--- config.mk ---
export PLATFORM = sky130hd
export DESIGN_NAME = reg_file_sb
export DESIGN_NICKNAME = d
export VERILOG_FILES = /design/src/rtl/reg_file_sb.sv
export SDC_FILE = /design/constraint.sdc
export NUM_CORES = 2
export LEC_CHECK = 0
export CAP_MARGIN = 20
export CORE_MARGIN = 2
export CORE_UTILIZATION = 25
export CTS_CLUSTER_SIZE = 10
export DETAILED_ROUTE_END_ITERATION = 10
export SLEW_MARGIN = 15
export SYNTH_ARGS = -nofsm -noshare
export SYNTH_HDL_FRONTEND = slang
export SYNTH_SLANG_ARGS = --single-unit
--- constraint.sdc ---
create_clock -name clk -period 7.85 [get_ports clk]
set_input_delay 0.785 -clock clk [delete_from_list [all_inputs] [get_ports clk]]
set_output_delay 0.785 -clock clk [all_outputs]
set_load 0.03 [all_outputs]
--- src/rtl/reg_file_sb.sv ---
// Decode-stage register file: two async read ports, one sync write port,
// optional write bypass, pending-write scoreboard and a clear sequencer.
module reg_file_sb #(
    parameter int ADDRESS_WIDTH = 5,
    parameter int DATA_WIDTH    = 32,
    parameter int BYPASS        = 1,
    parameter int TAP_ADDR      = 10
) (
    input  logic                     clk,
    input  logic                     rst,
    input  logic [ADDRESS_WIDTH-1:0] AD1,
    input  logic [ADDRESS_WIDTH-1:0] AD2,
    input  logic [ADDRESS_WIDTH-1:0] AD3,
    input  logic [DATA_WIDTH-1:0]    WD3,
    input  logic                     WE3,
    input  logic                     RSV,
    input  logic [ADDRESS_WIDTH-1:0] RSV_AD,
    output logic [DATA_WIDTH-1:0]    RD1,
    output logic [DATA_WIDTH-1:0]    RD2,
    output logic                     BUSY1,
    output logic                     BUSY2,
    output logic [DATA_WIDTH-1:0]    TAP,
    output logic                     ready
);
    localparam int N = 2 ** ADDRESS_WIDTH;
    localparam logic [ADDRESS_WIDTH-1:0] CNT_LAST = ADDRESS_WIDTH'(N - 1);
    localparam logic [ADDRESS_WIDTH-1:0] TAP_IDX  = ADDRESS_WIDTH'(TAP_ADDR);
    localparam logic [ADDRESS_WIDTH-1:0] ZERO_AD  = '0;

    typedef enum logic {CLEAR, RUN} state_e;

    state_e                   state_q, state_d;
    logic [ADDRESS_WIDTH-1:0] cnt_q, cnt_d;
    logic [DATA_WIDTH-1:0]    regs_q [N];
    logic [DATA_WIDTH-1:0]    regs_d [N];
    logic [N-1:0]             pend_q, pend_d;

    logic run;
    logic hit1, hit2;

    always_comb begin
        state_d = state_q;
        cnt_d   = cnt_q;
        regs_d  = regs_q;
        pend_d  = pend_q;
        if (rst) begin
            state_d = CLEAR;
            cnt_d   = '0;
            pend_d  = '0;
        end else if (state_q == CLEAR) begin
            regs_d[cnt_q] = '0;
            cnt_d = cnt_q + 1'b1;
            if (cnt_q == CNT_LAST) state_d = RUN;
        end else begin
            if (WE3 && AD3 != ZERO_AD) begin
                regs_d[AD3] = WD3;
                pend_d[AD3] = 1'b0;
            end
            // Applied after the write so a same-edge reservation wins.
            if (RSV && RSV_AD != ZERO_AD) pend_d[RSV_AD] = 1'b1;
        end
    end

    always_ff @(posedge clk) begin
        state_q <= state_d;
        cnt_q   <= cnt_d;
        regs_q  <= regs_d;
        pend_q  <= pend_d;
    end

    assign run  = (state_q == RUN);
    assign hit1 = (BYPASS != 0) && WE3 && (AD3 == AD1);
    assign hit2 = (BYPASS != 0) && WE3 && (AD3 == AD2);

    always_comb begin
        RD1 = '0;
        RD2 = '0;
        if (run && AD1 != ZERO_AD) RD1 = hit1 ? WD3 : regs_q[AD1];
        if (run && AD2 != ZERO_AD) RD2 = hit2 ? WD3 : regs_q[AD2];
    end

    assign BUSY1 = run && pend_q[AD1] && !hit1;
    assign BUSY2 = run && pend_q[AD2] && !hit2;
    assign TAP   = run ? regs_q[TAP_IDX] : '0;
    assign ready = run;

endmodule

==> flow_summary.toml <==
[global_routing]
grt_pass1_vias = 47143
grt_max_degree = 86
use_met1_pct = 25.8
use_met2_pct = 29.3
antenna_found_initial = 10
track_usage_pct = 19.7
busiest_layer = "met2"
grt_use_met3_pct = 5.06
grt_overflow_total = 0
grt_pass1_wl_mm = 353

[route]
drc = 0
vias = 49029
post_drt_wl_per_cell_um = 29.8
ant_nets = 0
drt_iter0_drc = 8531
drt-total-wl_mm = 249
drt_pass1_iterations = 8
via_per_inst = 5.87

[sta]
drv_slew = 0
tightest_slew_ns = 1.14
final_hold_viol_count = 0
timing.final.crit_share_pct = 71.8
whs_ns = 0.482
finalCriticalPeriod_ns = 5.64
tns_ns = 0
fmax_mhz = 177
relSlewSlack_pct = 24.0
rsz0062_at_grt = "false"
setup_viol = 0
fin_skew_ns = 0.0470

[yosys]
syn_area_um2 = 60400
synth_ff_type = "edfxtp_1"
ys_types = 62
ys_seq_elements = 1062
synth_warnings = 0
syn-mean-instance-area_um2 = 11.7
synth_edf_count = 1024
synthTopCellsByArea = "edfxtp_1 51%, mux4_2 19%, o21ai_0 9.1%"
synth_nets = 5235
async_flop_share_pct = 0
synth_top_area_share_pct = 50.9
ys_seq_area_share_pct = 52.2
yosys.area.top_type = "edfxtp_1"
syn_inst = 5174

[power_and_ir_drop]
ir_drop_v = 0.000202
power.density_nw_per_um2 = 201
p_leak_nw = 23.9

[die]
io_pins = 155
dieArea_um2 = 246000
die_y_um = 496
rows = 180
initial_core_util_pct = 25.1
core_um2 = 240000
die_w_um = 496

[cts]
clock-root-buffer = "clkbuf_16"
clk_latency_ns = 0.77
ctsLongestPathBuffers = 3
cts_resized = 0
clkSinkCount = 1062
cts-htree-levels = 3
cts_buffers = 120
cts_setup_buffers = 0
cts_hold_buffers = 0
clk_pin_slew_worst_paths_ns = 0.06
cts_tree = "done"

[worst_setup_path]
crit_type = "in2out"
cp.required_ns = 7.07
cp.arrival_ns = 4.85
cp-end-kind = "output pin"
crit_path_max_fanout = 56
startpoint_type = "primary input"

[min_path]
worstHoldPathType = "reg2reg"

[placed_design]
io_buffers = 154
dp_hpwl_mm = 159
gp_congestion = 0.957

[run_status]
status = "completed"

[run]
maxCapViolCount = 0

[final_layout]
nNetsFinal = 5183
syn_to_final_growth_pct = 15.1
layout-drive-gt1-share_pct = 18.3
per-stage QoR:
step           total power, mW  utilization [%]  instance area, um2  cells  setup WS, ns
2_1_floorplan             8.09                -               60400   5174          3.90
3_3_place_gp              8.76             27.5               66000   8179          2.23
3_5_place_dp              8.81             27.5               66100   8181          2.24
4_1_cts                   13.9             28.9               69400   8352          2.24
5_1_grt                   14.3             28.9               69500   8357          2.11
6_report                  14.0             28.9               69500   8359          2.21
cells in the mapped netlist, types with 4 or more instances:
cell type and instances:
a211oi_1 30, a21oi_1 87, a221oi_1 12, a22oi_1 88, a31oi_1 18, and2_1 36
and3_1 6, and3b_1 9, buf_1 46, buf_2 88, buf_4 25, buf_6 10
clkbuf_1 353, dfxtp_1 38, edfxtp_1 1024, ha_1 5, inv_1 7, mux2_2 12
mux2i_1 48, mux4_1 4, mux4_2 505, nand2_1 1158, nand2b_1 19, nand3_1 7
nand4_1 22, nor2_1 139, nor2b_1 22, nor3_1 19, nor3b_1 10, o21ai_0 1100
o221ai_1 7, o22ai_1 157, o31ai_2 4, or2_2 5, xnor2_1 9, xor2_1 4
layer usage:
metal	share of wire (%)	up-vias
met2	44	4131
met4	6.8	2
met1	36	24563
li1	-	19662
met3	13	671
met5	0.0052	-
state kept, by name, summed over array words and instances, names as in the netlist:
register / flops
ready: 1
cnt_q: 5
pend_q: 32
regs_q: 1024
where the power goes:
group / internal [mW] / switching (mW)
clock: 2.87 / 2.33
combinational: 0.747 / 1.11
sequential: 6.64 / 0.258
total: 10.3 / 3.70
final timing paths:
path | start | to | slack [ns] | cells past startpoint
max | AD2[1] | RD2[3] | 2.21 | 8
min | pend_q[0] | pend_q[0] | 0.48 | 1
max reg2reg | ready | regs_q[825] | 4.12 | 5
min reg2reg | pend_q[0] | pend_q[0] | 0.48 | 1
cell families (layout without fill, tap and decap cells):
kind of cell / Yosys count / in the layout / synth area share [%]
AO/OA/AOI/OAI: 1527 / 1527 / 13.8
multiplexers: 569 / 569 / 20.0
flip-flops: 1062 / 1062 / 52.2
buffers and inverters: 530 / 527 / 3.77
AND/OR/NAND/NOR: 1468 / 1468 / 9.89
adder cells (fa/ha/maj): 5 / 5 / 0.104
XOR/XNOR: 13 / 13 / 0.189
other: 0 / 3 / 0
worst max-delay path, cell delays in order:
cell and delay [ns]:
buf_6 0.51, buf_4 0.76, mux4_2 0.38, o22ai_1 0.12
nor2_1 0.29, o22ai_1 0.14, a211oi_1 0.88, clkdlybuf4s50_1 0.84
final cells by class:
cell class              count  area [um2]
fillers                 24324      171000
flip-flops and latches   1062       31500
multi-input cells        3582       27400
well taps                3185        3990
clock buffers             159        3250
repair buffers            349        3160
clock inverters            12         125
inverters                   7        26.3
diodes                      3        7.51
layout by cell type, fill, tap and decap left out, drive strengths merged, types with 88 or more instances in the layout:
master	n
clkdlybuf4s50	145
a21oi	89
buf	201
edfxtp	1024
mux4	509
clkbuf	162
a22oi	88
nor2	139
o22ai	157
nand2	1158
o21ai	1100
(Power assumes the default switching activity.)
